==> config.mk <==
export PLATFORM = sky130hd
export DESIGN_NAME = txtbuf_arbiter
export DESIGN_NICKNAME = d
export VERILOG_FILES = /design/src/rtl/txtbuf_pkg.sv /design/src/rtl/txtbuf_clear.sv /design/src/rtl/txtbuf_arbiter.sv
export SDC_FILE = /design/constraint.sdc
export NUM_CORES = 1
export LEC_CHECK = 0
export CORE_ASPECT_RATIO = 0.6
export CORE_MARGIN = 2
export CORE_UTILIZATION = 25
export CTS_CLUSTER_DIAMETER = 80
export CTS_CLUSTER_SIZE = 10
export DETAILED_ROUTE_END_ITERATION = 8
export GPL_TIMING_DRIVEN = 0
export PLACE_DENSITY = 0.53
export SETUP_SLACK_MARGIN = 0.2
export SYNTH_ARGS = -nofsm -noshare
export SYNTH_HDL_FRONTEND = slang
export SYNTH_SLANG_ARGS = --single-unit
==> constraint.sdc <==
create_clock -name CLOCK_50 -period 2.29 [get_ports CLOCK_50]
set_clock_uncertainty 0.05 [all_clocks]
set_input_delay 0.229 -clock CLOCK_50 [delete_from_list [all_inputs] [get_ports CLOCK_50]]
set_output_delay 0.229 -clock CLOCK_50 [all_outputs]
set_load 0.005 [all_outputs]
==> src/rtl/txtbuf_pkg.sv <==
// Shared constants, state encoding and address helpers for the text-buffer arbiter.
package txtbuf_pkg;

   localparam logic [15:0] TXT_BASE  = 16'h0400;
   localparam int          TXT_DEPTH = 960;
   localparam logic [7:0]  TXT_FILL  = 8'hA0;
   localparam int          TXT_AW    = $clog2(TXT_DEPTH);

   typedef enum logic [1:0] {CLEAR, IDLE, CPU_WAIT} txtbuf_state_t;

   // Offset wraps at 16 bits, so addresses below the base land far out of range.
   function automatic logic [15:0] txt_offset(input logic [15:0] adr, input logic [15:0] base);
      return adr - base;
   endfunction

   function automatic logic txt_in_range(input logic [15:0] adr, input logic [15:0] base,
                                         input int depth);
      return txt_offset(adr, base) < 16'(depth);
   endfunction

endpackage

==> src/rtl/txtbuf_clear.sv <==
// Clear engine: walks offsets 0..DEPTH-1 once per start; busy means "issue a write this cycle".
module txtbuf_clear
   import txtbuf_pkg::*;
#(
   parameter int DEPTH = TXT_DEPTH,
   parameter int AW    = TXT_AW
) (
   input  logic          clk,
   input  logic          rst,
   input  logic          start,
   output logic          busy,
   output logic [AW-1:0] addr,
   output logic          last
);

   logic [AW-1:0] cnt;
   logic          done;

   // A start (or restart) issues offset 0 on the same edge, so no idle gap before the sweep.
   assign busy = start || !done;
   assign addr = start ? '0 : cnt;
   assign last = busy && (addr == AW'(DEPTH - 1));

   always_ff @(posedge clk or posedge rst) begin
      if (rst) begin
         cnt  <= '0;
         done <= 1'b0;
      end else if (busy) begin
         if (last) begin
            cnt  <= '0;
            done <= 1'b1;
         end else begin
            cnt  <= addr + AW'(1);
            done <= 1'b0;
         end
      end
   end

endmodule

==> src/rtl/txtbuf_arbiter.sv <==
// Single-port text RAM arbiter: VDP fetches (strict priority), CPU read/write, and clear engine.
// Define TXTBUF_CLEAR_EN to build in the clear engine (fill on reset release and on clear_req).
module txtbuf_arbiter
   import txtbuf_pkg::*;
#(
   parameter logic [15:0] ADDR_BASE = TXT_BASE,
   parameter int          DEPTH     = TXT_DEPTH,
   parameter logic [7:0]  FILL      = TXT_FILL,
   parameter int          AW        = $clog2(DEPTH)
) (
   input  logic          CLOCK_50,
   input  logic          reset,
   input  logic          vdp_rd,
   input  logic [15:0]   vdp_adr,
   output logic          vdp_valid,
   output logic [7:0]    vdp_txt,
   input  logic          cpu_req,
   input  logic          cpu_we,
   input  logic [15:0]   cpu_adr,
   input  logic [7:0]    cpu_wdata,
   output logic          cpu_ack,
   output logic [7:0]    cpu_rdata,
   input  logic          clear_req,
   output logic          busy,
   output logic [AW-1:0] mem_a,
   output logic          mem_we,
   output logic [7:0]    mem_d,
   input  logic [7:0]    mem_q,
   output txtbuf_state_t state
);

   logic [15:0]   vdp_off, cpu_off;
   logic          vdp_in, cpu_in;
   logic          clr_start, clr_issue, clr_last, cpu_grant;
   logic [AW-1:0] clr_addr;
   logic          vdp_pend, vdp_fill, rd_fill;
   logic          unused_bits;

   assign vdp_off = txt_offset(vdp_adr, ADDR_BASE);
   assign cpu_off = txt_offset(cpu_adr, ADDR_BASE);
   assign vdp_in  = txt_in_range(vdp_adr, ADDR_BASE, DEPTH);
   assign cpu_in  = txt_in_range(cpu_adr, ADDR_BASE, DEPTH);

`ifdef TXTBUF_CLEAR_EN
   localparam txtbuf_state_t RST_STATE = CLEAR;
   localparam logic          RST_BUSY  = 1'b1;
   logic clr_pend;

   // A clear requested while a CPU read is in flight waits until that read has been acked.
   assign clr_start = (clear_req && (state == IDLE || state == CLEAR)) ||
                      (clr_pend && state == IDLE);
   assign unused_bits = ^{vdp_off[15:AW], cpu_off[15:AW]};

   txtbuf_clear #(.DEPTH(DEPTH), .AW(AW)) u_clear (
      .clk   (CLOCK_50),
      .rst   (reset),
      .start (clr_start),
      .busy  (clr_issue),
      .addr  (clr_addr),
      .last  (clr_last)
   );

   always_ff @(posedge CLOCK_50 or posedge reset) begin
      if (reset)                               clr_pend <= 1'b0;
      else if (clr_start)                      clr_pend <= 1'b0;
      else if (clear_req && state == CPU_WAIT) clr_pend <= 1'b1;
   end
`else
   localparam txtbuf_state_t RST_STATE = IDLE;
   localparam logic          RST_BUSY  = 1'b0;

   assign clr_start   = 1'b0;
   assign clr_issue   = 1'b0;
   assign clr_last    = 1'b0;
   assign clr_addr    = '0;
   assign unused_bits = ^{vdp_off[15:AW], cpu_off[15:AW], clear_req};
`endif

   // cpu_ack high blocks the grant: the held request in the ack cycle belongs to the old transaction.
   assign cpu_grant = (state == IDLE) && cpu_req && !vdp_rd && !cpu_ack && !clr_start;

   always_ff @(posedge CLOCK_50 or posedge reset) begin
      if (reset) begin
         state     <= RST_STATE;
         busy      <= RST_BUSY;
         mem_a     <= '0;
         mem_we    <= 1'b0;
         mem_d     <= '0;
         vdp_pend  <= 1'b0;
         vdp_fill  <= 1'b0;
         vdp_valid <= 1'b0;
         vdp_txt   <= '0;
         cpu_ack   <= 1'b0;
         cpu_rdata <= '0;
         rd_fill   <= 1'b0;
      end else begin
         mem_we    <= 1'b0;
         cpu_ack   <= 1'b0;
         busy      <= clr_issue;
         vdp_pend  <= vdp_rd;
         vdp_fill  <= clr_issue || !vdp_in;
         vdp_valid <= vdp_pend;
         if (vdp_pend) vdp_txt <= vdp_fill ? FILL : mem_q;

         if (clr_issue) begin
            mem_a  <= clr_addr;
            mem_we <= 1'b1;
            mem_d  <= FILL;
            state  <= clr_last ? IDLE : CLEAR;
         end else if (vdp_rd) begin
            if (vdp_in) mem_a <= vdp_off[AW-1:0];
         end else if (cpu_grant) begin
            if (cpu_in) mem_a <= cpu_off[AW-1:0];
            if (cpu_we) begin
               mem_we  <= cpu_in;
               cpu_ack <= 1'b1;
               if (cpu_in) mem_d <= cpu_wdata;
            end else begin
               rd_fill <= !cpu_in;
               state   <= CPU_WAIT;
            end
         end

         if (state == CPU_WAIT) begin
            cpu_ack   <= 1'b1;
            cpu_rdata <= rd_fill ? FILL : mem_q;
            state     <= IDLE;
         end
      end
   end

endmodule
# After elaboration in Yosys (flattened, before gate mapping)
# Index checks and enable logic that the tools add are counted.
# totals
regBits,42
# classes
n_addsub,2
magnitude_cmp,2
eq_ne,5
mux,17
n_bitwise,2
n_reduce_logical,14
# ops
cell,count
$mux 10,4
$lt 16x10->1 const B,2
$sub 16x11->16 const B,2
$mux 8,2
$reduce_and 3->1,3
$mux 2,4
$mux 1,7
$ne 2x1->1 const B,3
$reduce_bool 2->1,3
$logic_not 1->1,4
$reduce_and 4->1,1
$logic_and 1x1->1,3
$eq 2x1->1 const B,1
$eq 2x2->1 const B,1
$not 1->1,2

# Depth between registers and ports, before layout
# Gate-level depths: netlist (run 1).
# logic_depth
depth_word,7
mapped_depth,5

# Least setup slack after synthesis (run 1)
# Ideal clock, no wire load.
# synth_timing
path_kind,register to register
from,register state[0]
to,register mem_d[0]
arrival_time_ns,1.501
slack_ns,0.613
path_stages_with_launch,5
path_buffers,0
synth_period_minus_slack_ns,1.677
cell_sequence,dfstp_2 -> nor3b_2 -> nand3_1 -> nor2_8 -> mux2_4
# synth_via
elab_chain_cells,5
# synth_rtl
item,line,source
"start, declared",txtbuf_arbiter.sv:29,output txtbuf_state_t state
"start signal, assigned",txtbuf_arbiter.sv:109,state <= clr_last ? IDLE : CLEAR;
$eq 2x1->1,txtbuf_arbiter.sv:80,assign cpu_grant = (state == IDLE) && cpu_req && !vdp_rd && !cpu_ack && !clr_start;
$logic_and 1x1->1 (3 in series),txtbuf_arbiter.sv:80,
$reduce_and 4->1 (no source line),--,
"end signal, assigned",txtbuf_arbiter.sv:117,if (cpu_in) mem_d <= cpu_wdata;
"end, declared",txtbuf_arbiter.sv:27,"output logic [7:0] mem_d,"
# No other way between the ends.
# A chain may end at the register's enable or synchronous reset.

# Worst setup path in the final report (run 1)
# layout_timing
from,input vdp_rd
to,register mem_d[2]
# layout_via
elab_chain_cells,4
# layout_rtl
item,line,source
"start, declared",txtbuf_arbiter.sv:13,"input logic vdp_rd,"
$logic_not 1->1,txtbuf_arbiter.sv:80,
$logic_and 1x1->1 (2 in series),txtbuf_arbiter.sv:80,
$reduce_and 4->1 (no source line) (*),--,
# Every way passes the cells marked *; elsewhere a longest branch is shown, timed or not.

==> results of run 1 <==
-- how the worst min path moves through the flow --
stage               slack [ns]   endpoint
floorplan                 0.21   vdp_pend
global placement          0.31  vdp_valid
CTS                       0.18   mem_d[6]
detailed placement        0.31  vdp_valid
finish                    0.18   mem_a[6]
global route              0.21   mem_d[6]
-- through the flow --
stage	utilization [%]	power [mW]
floorplan	-	1.152
global placement	39.89	1.536
finish	42.52	2.329
detailed placement	40.17	1.542
CTS	42.52	2.380
global route	42.52	2.479
-- synthesized netlist by cell type --
master	number	area [sq um]
a21oi_1	2	10.01
buf_1	1	3.750
buf_2	1	5.000
buf_4	1	7.510
buf_6	1	11.26
clkbuf_1	3	11.26
conb_1	1	3.750
dfrtp_1	41	1026
dfstp_2	1	26.28
inv_1	11	41.29
mux2_2	1	11.26
mux2_4	8	120.1
mux2i_1	3	30.03
nand2_1	18	67.56
nand2b_1	6	37.54
nand3_1	5	25.02
nand3_2	1	10.01
nand4_1	3	18.77
nand4_2	1	12.51
nor2_1	8	30.03
nor2_8	1	20.02
nor2b_1	2	12.51
nor3b_2	1	12.51
nor4_1	1	6.260
nor4b_2	1	15.01
nor4b_4	1	23.77
o21a_1	8	60.06
o21ai_0	9	45.04
o221ai_1	3	26.28
o22a_2	7	70.07
o22ai_1	6	37.54
-- registers in the layout (all words and copies together), names as in the netlist --
| name | count |
|---|---|
| mem_d | 8 |
| cpu_rdata | 8 |
| vdp_txt | 8 |
| mem_we | 1 |
| vdp_fill | 1 |
| vdp_pend | 1 |
| cpu_ack | 1 |
| vdp_valid | 1 |
| state | 2 |
| mem_a | 10 |
| rd_fill | 1 |
-- final cells by class --
class                      count  share of cell area, %
buffer                         7                  1.271
clock buffer                   6                  4.551
clock inverter                 1                 0.9840
inverter                      11                  1.353
multi-input combinational     97                  23.12
sequential                    42                  34.48
tap                           91                  3.731
timing repair buffer          92                  30.50
-- routing by layer --
metal  GRT usage [%]  up-vias
li1                -      745
met1           18.41      708
met2           18.80       52
met3           5.122        2
met4           2.410        0
met5               0        -
-- cell families (layout without fill, tap and decap cells) --
family          Yosys count  after routing  share of synthesized area, %
flops                    42             42                         57.25
compound gates           35             35                         13.55
other cells               1              1                        0.2040
mux                      12             12                         8.782
simple gates             49             49                         15.86
buf+inv                  18            117                         4.356
-- power by group --
| part | total [mW] | leakage (nW) | switching [mW] | internal (mW) |
|---|---|---|---|---|
| clock network | 0.812 | 0.0829 | 0.274 | 0.538 |
| logic | 0.561 | 0.691 | 0.193 | 0.367 |
| registers | 0.956 | 0.523 | 0.0884 | 0.868 |
| total | 2.33 | 1.30 | 0.556 | 1.77 |
==> run metrics, run 1 <==
status completed; Final Cell Area 0.003052 sq mm; Finished Layout Cells 347; largest net degree at the start of global routing 30; RSZ-0062 raised after global routing no; crit path from vdp_rd; r2r endpoint mem_d[2]; number of antenna diodes 0; WP data arrival 1.92 ns; drt drc 0; GR Util All Layers 12.97%; CP cell instances clkdlybuf4s50_1 -> nor3b_2 -> nand3_1 -> nor2_8 -> mux2_4; clock sink count 42; Critical Path Sink mem_d[2]; worst-path fanout max 9; Starting Density 25.61%; Req. time, crit path 2.40 ns; CP max stage delay 0.54 ns; WL per Instance 13.97 um; register area share after synthesis 57.25%; layout cells sized above 1 13.67%; final setup vio count 0; Final Slew Violations 0; Worst path top cell family by delay simple AND/OR/NAND/NOR gates; crit start category input port; Placed Area 0.002883 sq mm; flops & latches, synth 42; via/cell ratio 4.343; CTS clk-pin slew, worst paths 0.06 ns; setup_tns 0 ns; post-route minimum period 1.805 ns; kind of critical path input port to register; Worst path depth 5; DRT Pass-1 Iters 4; area grow syn2layout 66.03%; die width 114.7 um; WL met2 1.984 mm; vias in the first global route 1589; port bufs 91; Post-Syn Nets 211; Post-CTS Hold Fix Bufs 0; Post-Syn Area 0.001838 sq mm; synth warn 0; commonest non-fill, non-tap cells in the layout clkdlybuf4s50_1 (91), dfrtp_1 (41), nand2_1 (18); P per Cell Area 763.2 mW/mm^2; final hold vios 0; GPL Wtd Cong 0.7091; wl on met1 2.481 mm; Max stage delay cell, worst path clkdlybuf4s50_1; grt ovf 0; Inst Count DP 340; Leakage Power 1.297 nW; setup ws final 0.4850 ns; Gates resized, CTS repair 0; Hold WS 0.1784 ns; Reg area 0.001052 sq mm; CTS tree yes; Critical R2R Launch state[0]; worst slack at placement 0.1451 ns; final net count 310; Tcrit/Tclk final 78.82%; Max VDD drop 0.0002689 V; Die H 70.42 um; hpwl dp 3.745 mm; # fillers 700; clk root buf clkbuf_16; Worst Path Buf+Inv 1; worst reg2reg path depth 4; final WL 4.846 mm; initial antenna violation count 0; Post-Synthesis Cells 157; Avg Inst Size Synth 11.71 sq um; first-pass GRT wire length 8.148 mm; max_cap viols 0; Max Root-Sink Buffers 2; FMAX 554.0 MHz; HP Class input port to async pin; wire length on met3 359 um; Reg2Reg Setup Slack 0.51 ns; area of the multi-input gates 705.7 sq um; Routed Antenna Nets 0; H-tree depth 2; total number of vias 1507; Die Area 0.008076 sq mm; Clk Latency, worst-skew pair 0.28 ns; cts bufs inserted 5; placeable core area 0.007177 sq mm; setup bufs post-CTS 0; commonest non-fill, non-tap cell in the layout clkdlybuf4s50_1; CP endpoint kind register; uppermost layer routed met4; DR iter-0 viols 17; IO Pins 94; Rows 24; library cells used by synthesis 31
Note: power is estimated with default switching activity, not from simulation.
==> inputs of run 2 (changes only) <==
--- a/config.mk
+++ b/config.mk
@@ -12,7 +12,7 @@
 export CTS_CLUSTER_SIZE = 10
 export DETAILED_ROUTE_END_ITERATION = 8
 export GPL_TIMING_DRIVEN = 0
-export PLACE_DENSITY = 0.53
+export PLACE_DENSITY = 0.55
 export SETUP_SLACK_MARGIN = 0.2
 export SYNTH_ARGS = -nofsm -noshare
 export SYNTH_HDL_FRONTEND = slang
==> constraint.sdc (replaced) <==
create_clock -name CLOCK_50 -period 1.5 [get_ports CLOCK_50]
set_clock_uncertainty 0.05 [all_clocks]
set_input_delay 0.15 -clock CLOCK_50 [delete_from_list [all_inputs] [get_ports CLOCK_50]]
set_output_delay 0.15 -clock CLOCK_50 [all_outputs]
set_load 0.005 [all_outputs]
==> run 2 against run 1 <==
The flow now finishes with violations (setup timing). Final cell count increased by 4.3%. Cell area increased by 4.9%. Critical path depth increased by 1. First-iteration DRC count increased to 2.6 times the previous value. Sequential cell count unchanged. Die area unchanged. Register-to-register slack got worse by 0.66 ns. Global-route usage increased by 0.93 points. Core utilization increased by 2.1 points. Worst setup slack got worse by 0.63 ns. Sequential power increased by 53%. Clock power increased by 53%. Critical path type is now register to register. Critical endpoint is now mem_a[2].
==> run metrics, run 2 (synthesized netlist as in run 1, its figures left out) <==
Die H 70.42 um (unchanged); WL per Instance 14.11 um (+1.0%); placeable core area 0.007177 sq mm (unchanged); Finished Layout Cells 362 (+4.3%); # fillers 709 (+1.3%); Routed Antenna Nets 0 (unchanged); Tot Pwr 3.604 mW (+55%); max_cap viols 0 (unchanged); Worst path depth 6 (+1); Critical R2R Launch state[0]; Critical Path Sink mem_a[2]; r2r endpoint mem_a[2]; setup_tns -2.466 ns (-2.466 ns); drt drc 0 (unchanged); Tcrit/Tclk final 109.7%; Worst path top cell family by delay flip-flops; H-tree depth 2 (unchanged); status finished, violations left; Max Root-Sink Buffers 2 (unchanged); kind of critical path register to register; Starting Density 25.61% (unchanged); Worst Path Buf+Inv 2 (+1); post-route minimum period 1.645 ns; RSZ-0062 raised after global routing yes; via/cell ratio 4.378 (+0.82%); number of antenna diodes 0 (unchanged); clk root buf clkbuf_16; CP endpoint kind register; DRT Pass-1 Iters 3 (-1); Reg2Reg Setup Slack -0.15 ns (-0.66 ns); commonest non-fill, non-tap cell in the layout clkdlybuf4s50_1; setup ws final -0.1454 ns (-0.6304 ns); die width 114.7 um (unchanged); CP max stage delay 0.53 ns (about the same); port bufs 91 (unchanged); Largest register FFs 10 (unchanged); final WL 5.107 mm (+5.4%); vias in the first global route 1734 (+9.1%); GR Util All Layers 13.90% (+0.93 points); clock sink count 42 (unchanged); final setup vio count 21 (+21); Clk Latency, worst-skew pair 0.28 ns (about the same); initial antenna violation count 0 (unchanged); worst slack at placement -0.5551 ns (-0.7001 ns); Core Util, Final 44.60% (+2.1 points); cts bufs inserted 5 (unchanged); Rows 24 (unchanged); commonest non-fill, non-tap cells in the layout clkdlybuf4s50_1 (52), dfrtp_1 (40), dlygate4sd2_1 (36); Final Slew Violations 0 (unchanged); WP data arrival 1.73 ns (-0.19 ns); Placed Area 0.002897 sq mm (+0.48%); final hold vios 0 (unchanged); P per Cell Area 1126 mW/mm^2 (+48%); crit start category register; DR iter-0 viols 45 (+28); failing checks setup timing; layout cells sized above 1 21.40% (+7.7 points); Reg with most FFs mem_a; grt ovf 0 (unchanged); area grow syn2layout 74.13%; hpwl dp 3.798 mm (+1.4%); CTS tree yes; Req. time, crit path 1.59 ns (-0.81 ns); CP cell instances nor3b_4 -> buf_6 -> nand4_4 -> buf_6 -> mux2i_1 -> o221ai_1; crit path from state[0]; Max VDD drop 0.0004676 V (+74%); GPL Wtd Cong 0.7190 (+1.4%); Post-CTS Hold Fix Bufs 0 (unchanged); Final Cell Area 0.003201 sq mm (+4.9%); largest net degree at the start of global routing 35 (+17%); Inst Count DP 340 (unchanged); Leakage Power 1.507 nW (+16%); Max stage delay cell, worst path dfstp_2; worst reg2reg path depth 6 (+2); final net count 325 (+4.8%); worst-path fanout max 4 (-5); total number of vias 1585 (+5.2%); Hold WS 0.05377 ns (-0.1247 ns); IO Pins 94 (unchanged); Die Area 0.008076 sq mm (unchanged); CTS clk-pin slew, worst paths 0.06 ns (about the same); Worst path most repeated cell buf_6; FMAX 607.8 MHz; first-pass GRT wire length 8.631 mm (+5.9%); HP Class input port to async pin
-- run 2: repair_timing --
item / 4_1_cts / 5_1_grt
resized for setup: 57 / 5
setup endpoints to repair: 71 / 31
cloned: 2 / 0
buffers inserted: 13 / 0
pin swaps: 15 / 4
endpoints found under the hold margin: 0 / 0
-- run 2: power by group --
group / internal, mW / leakage [nW] / switching [mW]
logic: 0.551 / 0.902 / 0.362
registers: 1.33 / 0.522 / 0.129
clock network: 0.821 / 0.0829 / 0.414
-- run 2: how the worst min path moves through the flow --
| stage | slack (ns) | to | depth (start not counted) | startpoint |
|---|---|---|---|---|
| 4_1_cts | 0.06 | mem_d[0] | 2 | reset |
| 2_1_floorplan | 0.13 | vdp_pend | 0 | vdp_rd |
| 5_1_grt | 0.07 | mem_d[0] | 2 | reset |
| 3_5_place_dp | 0.32 | vdp_valid | 0 | vdp_pend |
| 6_report | 0.05 | mem_d[0] | 2 | reset |
| 3_3_place_gp | 0.31 | vdp_valid | 0 | vdp_pend |
-- run 2: cell type report --
type,count,area (sq um),area share [%]
Inverter,11,41.29,1.290
Sequential cell,42,1054,32.92
Multi-Input combinational cell,98,772.0,24.12
Clock buffer,6,138.9,4.339
Clock inverter,1,30.03,0.9382
Buffer,7,51.30,1.603
Timing Repair Buffer,106,999.7,31.24
Tap cell,91,113.9,3.557
-- run 2: per-layer routing --
| layer | part of all wire (%) | track usage (%) |
|---|---|---|
| met5 | 0 | 0 |
| met4 | 1.0 | 3.614 |
| met3 | 6.7 | 4.514 |
| met2 | 41 | 20.18 |
| met1 | 51 | 19.90 |
==> inputs of run 3 (changes only) <==
--- a/config.mk
+++ b/config.mk
@@ -12,6 +12,7 @@
 export CTS_CLUSTER_SIZE = 10
 export DETAILED_ROUTE_END_ITERATION = 8
 export GPL_TIMING_DRIVEN = 0
+export MAX_ROUTING_LAYER = met4
 export PLACE_DENSITY = 0.55
 export SETUP_SLACK_MARGIN = 0.2
 export SYNTH_ARGS = -nofsm -noshare
==> run 3 against run 2 <==
The run still ends with setup timing left. Combinational power about the same. Clock-buffer cell count unchanged. Worst setup slack about the same. Final cell count unchanged. Sequential power about the same. Largest cell class unchanged.
==> run metrics, run 3 (synthesized netlist as in run 1, its figures left out) <==
commonest non-fill, non-tap cells in the layout clkdlybuf4s50_1 (52), dfrtp_1 (40), dlygate4sd2_1 (36); crit start category register; Reg with most FFs mem_a; area of the multi-input gates 772.0 sq um (unchanged); commonest non-fill, non-tap cell in the layout clkdlybuf4s50_1; CTS tree yes; setup ws final -0.1455 ns (-0.00009500 ns); port bufs 91 (unchanged); IO Pins 94 (unchanged); max_cap viols 0 (unchanged); hpwl dp 3.798 mm (unchanged); crit path from state[0]; final net count 325 (unchanged); Clk Latency, worst-skew pair 0.28 ns (about the same); Leakage Power 1.507 nW (unchanged); status finished, violations left; GR Util All Layers 14.30% (+0.40 points); DR iter-0 viols 46 (+2.2%); worst reg2reg path depth 6 (unchanged); Tot Pwr 3.603 mW (about the same); first-pass GRT wire length 8.631 mm (unchanged); Max Root-Sink Buffers 2 (unchanged); Largest register FFs 10 (unchanged); RSZ-0062 raised after global routing yes; CP cell instances nor3b_4 -> buf_6 -> nand4_4 -> buf_6 -> mux2i_1 -> o221ai_1; area grow syn2layout 74.13% (unchanged); post-route minimum period 1.645 ns (+0.00009500 ns); r2r endpoint mem_a[2]; final WL 5.114 mm (+0.14%); Reg area 0.001054 sq mm (unchanged); placeable core area 0.007177 sq mm (unchanged); DRT Pass-1 Iters 3 (unchanged); Die Area 0.008076 sq mm (unchanged); Final Slew Violations 0 (unchanged); Worst path top cell family by delay flip-flops; cts bufs inserted 5 (unchanged); Worst Path Buf+Inv 2 (unchanged); Req. time, crit path 1.59 ns (about the same); Max stage delay cell, worst path dfstp_2; via/cell ratio 4.373 (-0.13%); initial antenna violation count 0 (unchanged); Max VDD drop 0.0004677 V (about the same); failing checks setup timing; Die H 70.42 um (unchanged); Critical R2R Launch state[0]; Reg2Reg Setup Slack -0.15 ns (about the same); Worst path most repeated cell buf_6; GPL Wtd Cong 0.7274 (+1.2%); vias in the first global route 1735 (+0.058%); Rows 24 (unchanged); Hold WS 0.05386 ns (+0.00009380 ns); total number of vias 1583 (-0.13%); CTS clk-pin slew, worst paths 0.06 ns (about the same); HP Class input port to async pin; worst-path fanout max 4 (unchanged); largest net degree at the start of global routing 35 (unchanged); P per Cell Area 1126 mW/mm^2 (about the same); worst slack at placement -0.5551 ns (unchanged); # fillers 709 (unchanged); final setup vio count 21 (unchanged); Starting Density 25.61% (unchanged); CP endpoint kind register; kind of critical path register to register; H-tree depth 2 (unchanged); FMAX 607.7 MHz (about the same); clk root buf clkbuf_16; Routed Antenna Nets 0 (unchanged); Critical Path Sink mem_a[2]; Tcrit/Tclk final 109.7% (about the same); final hold vios 0 (unchanged); die width 114.7 um (unchanged); Post-CTS Hold Fix Bufs 0 (unchanged); Core Util, Final 44.60% (unchanged); layout cells sized above 1 21.40% (unchanged); WL per Instance 14.13 um (+0.14%); clock sink count 42 (unchanged); number of antenna diodes 0 (unchanged); drt drc 0 (unchanged); grt ovf 0 (unchanged); WP data arrival 1.73 ns (about the same); CP max stage delay 0.53 ns (about the same); Worst path depth 6 (unchanged)
run 3: final cells by class:
cell class | instances | share of cell area, %
clock buffers | 6 | 4.339
inverters | 11 | 1.290
clock inverters | 1 | 0.9382
plain buffers | 7 | 1.603
flip-flops and latches | 42 | 32.92
multi-input cells | 98 | 24.12
repair buffers | 106 | 31.24
well taps | 91 | 3.557
run 3: worst min path at each step:
| stage | from | endpoint | slack [ns] | cells past startpoint |
|---|---|---|---|---|
| 2_1_floorplan | vdp_rd | vdp_pend | 0.13 | 0 |
| 3_3_place_gp | vdp_pend | vdp_valid | 0.31 | 0 |
| 3_5_place_dp | vdp_pend | vdp_valid | 0.32 | 0 |
| 4_1_cts | reset | mem_d[0] | 0.06 | 2 |
| 5_1_grt | reset | mem_d[0] | 0.07 | 2 |
| 6_report | reset | mem_d[0] | 0.05 | 2 |
run 3: stage by stage:
| step | setup TNS, ns | std cells | cell area [sq um] |
|---|---|---|---|
| after floorplan | -1.558 | 157 | 1852 |
| after global placement | -37.49 | 339 | 2877 |
| after detailed placement | -9.980 | 340 | 2897 |
| after CTS | -3.183 | 362 | 3191 |
| after global routing | -4.208 | 362 | 3201 |
| final | -2.468 | 362 | 3201 |
run 3: repair_timing:
| item | in CTS | in global routing |
|---|---|---|
| resized for setup | 57 | 5 |
| buffers inserted | 13 | 0 |
| pin swaps | 15 | 4 |
| endpoints found under the setup margin | 71 | 31 |
| gates cloned | 2 | 0 |
run 3: report_power, final:
part           switching, mW  internal (mW)  total [mW]
sequential             0.129           1.33        1.46
clock                  0.414          0.821        1.24
combinational          0.362          0.551       0.912
total                  0.905           2.70        3.60
run 3: layer usage:
metal	global-route usage, %	share of wire [%]	vias to the layer above
met5	-	0	-
met4	3.614	1.0	0
met3	4.167	6.3	8
met2	20.18	41	48
met1	20.12	51	746
li1	-	-	781
==> patch (settings of run 2) <==
Set the package constant `TXT_DEPTH` to 1920 (it was 960).
--- a/src/rtl/txtbuf_pkg.sv
+++ b/src/rtl/txtbuf_pkg.sv
@@ -3,5 +3,5 @@
 
    localparam logic [15:0] TXT_BASE  = 16'h0400;
-   localparam int          TXT_DEPTH = 960;
+   localparam int          TXT_DEPTH = 1920;
    localparam logic [7:0]  TXT_FILL  = 8'hA0;
    localparam int          TXT_AW    = $clog2(TXT_DEPTH);
Interface: changed (resized mem_a); port bits go from 94 to 95. No check against the original RTL was run, so the function may have changed too.
==> patch against run 2 <==
The run still ends with negative setup slack left. Sequential cell count rose by 1. Cell area up 7.6%. Setup slack worse by 0.36 ns. Critical path depth stayed put. Total power up 12%. Die area is 7.7% higher. Core utilization decreased by 0.37 points. Area after synthesis up 8.1%. Non-clock buffer count up 8. Wire length is 11% higher.
==> patch: results (changes against run 2) <==
RUN STATUS
-----------------------------------------------------------------------------------------
Status                                                                       complete, but fails checks
Failing checks                                                               negative setup slack

SYNTH
-----------------------------------------------------------------------------------------
Proportion of register bits with asynchronous set or reset after synthesis           1.00   unchanged
Post-Synthesis Net Count                                                              245   +16%
Count of unique library cells instantiated by Yosys                                    36   +16%
Top cells by area, synth                                                     dfrtp_1 (53%), o221a_2 (5.7%), mux2_1 (4.5%)
Top cells by instance count after synthesis                                  dfrtp_1 (42), nand2_1 (20), nor2_1 (20)
Sequential fraction of the synthesis area                                           0.542   -0.0303
Count of warnings emitted by yosys                                                      0   unchanged

HOLD PATH
-----------------------------------------------------------------------------------------
Hold/Removal Path Class                                                       in -> async

WORST SETUP PATH
-----------------------------------------------------------------------------------------
Worst setup path end                                                         mem_a[4]$_DFFE_PP0P_
Crit path max-delay family                                                   simple AND/OR/NAND/NOR gates
Worst-path cell with the longest stage delay                                      dfstp_2
Worst stage delay on the critical path                                            0.54 ns
Worst reg-to-reg path cell count                                                        6   unchanged
Worst Path Max Fanout                                                                   8   +4
Crit. Startpoint                                                             state[0]$_DFFE_PP1P_
Classification of the worst setup path                                         reg -> reg
Data arrival at the endpoint of the critical path                                 2.18 ns   +0.45 ns
Critical R2R Launch                                                          state[0]$_DFFE_PP1P_

GRT
-----------------------------------------------------------------------------------------
First-pass GRT wire length                                                        9380 um   +8.6%
Gr usage total                                                                      0.138   -0.00117
Number of antenna violations at the first check in global routing                       0   unchanged
Maximum number of pins on one net before global-route repair                           32   -8.6%

LAYOUT
-----------------------------------------------------------------------------------------
Number of nets in the layout                                                          365   +12%
Number of diodes added for antenna fixing                                               0   unchanged
Fraction of final layout cells with drive strength greater than 1                   0.208   -0.00623
Flip-flop count of the largest register, all copies and words added                    11   +1
Total of fill cells in the finished design                                            767   +8.2%
Reg with most FFs                                                                   mem_a

ROUTE
-----------------------------------------------------------------------------------------
Number of DRC violations after detailed-routing iteration 0                           141   +210%
Initial DRT Pass Iterations                                                             4   +1
WL final                                                                          5670 um   +11%
Vias post-DR                                                                        1,778   +12%

CLOCKING
-----------------------------------------------------------------------------------------
Buffer levels on the longest clock path                                                 2   unchanged
TritonCTS Buffers                                                                       5   unchanged
Clock-pin slew on the worst setup and hold paths                                  0.06 ns   about the same
Clock latency reported for the late side of the worst-skew pair                   0.28 ns   about the same
Number of levels the H-tree was split into                                              2   unchanged
CTS root buf                                                                    clkbuf_16

PLACE
-----------------------------------------------------------------------------------------
Port-buffer cells                                                                      92   +1.1%
Place WS                                                                         -1.17 ns   -0.619 ns
Total cell area at the placement stage                                       0.00310 sq mm   +7.1%
RD Place Congestion                                                                 0.760   +5.8%
Estimated wirelength of the detail-placed design                                  4220 um   +11%

POWER AND IR DROP
-----------------------------------------------------------------------------------------
Peak ir drop on the vdd network                                                  0.496 mV   +6.1%
Leakage power                                                                  0.00162 uW   +7.4%

TIMING
-----------------------------------------------------------------------------------------
Setup violators final                                                                  22   +4.8%
Accumulated negative setup slack                                                 -8.11 ns   -5.64 ns
Final setup slack of the worst path                                             -0.507 ns   -0.362 ns

[patch: cell count changes after synthesis, moves of 5 or more]
| cell | run 2 | this run |
|---|---|---|
| mux2_4 | 8 | 0 |
| nor2_1 | 8 | 20 |
| o22a_2 | 7 | 0 |
| nand2b_1 | 6 | 11 |
| o221a_2 | 0 | 10 |
| o21a_1 | 8 | 2 |
| mux2_1 | 0 | 8 |
[patch: timing repair]
action                                  CTS  global route
gates cloned                              1             0
endpoints found under the setup margin   71            44
setup buffers                            15             4
resized for setup                        59            23
pin swaps                                 3             5
[patch: per-stage QoR]
step / instances / hold WS, ns
floorplan: 187 / 0.131
CTS: 412 / 0.111
global route: 416 / 0.109
detailed placement: 388 / 0.312
finish: 416 / 0.105
global placement: 387 / 0.315
[patch: per-layer routing]
layer / up-vias / routed length [um] / GRT usage
met2: 55 / 2310 / 0.193
met1: 828 / 2920 / 0.204
met5: - / 0 / 0
li1: 890 / - / -
met4: 0 / 59 / 0.0397
met3: 5 / 379 / 0.0422
[patch: cells by family after synthesis]
kind of cell / count (synthesis) / share of synthesized area
AND/OR/NAND/NOR: 66 / 0.173
multiplexers: 13 / 0.0705
AO/OA/AOI/OAI: 38 / 0.144
flip-flops: 43 / 0.542
other: 1 / 0.00189
adder cells (fa/ha/maj): 4 / 0.0252
buffers and inverters: 22 / 0.0441
[patch: final cells by class]
class	instances	area (sq um)	share of cell area
flip-flops and latches	43	1080	0.313
plain buffers	8	60.1	0.0174
clock buffers	6	139	0.0403
inverters	14	55.1	0.0160
clock inverters	2	16.3	0.00472
multi-input cells	122	885	0.257
well taps	108	135	0.0392
repair buffers	113	1080	0.312
[patch: power breakdown]
| group | switching (uW) | total (uW) | internal, uW |
|---|---|---|---|
| clock network | 460 | 1130 | 665 |
| registers | 176 | 1620 | 1440 |
| logic | 501 | 1300 | 797 |
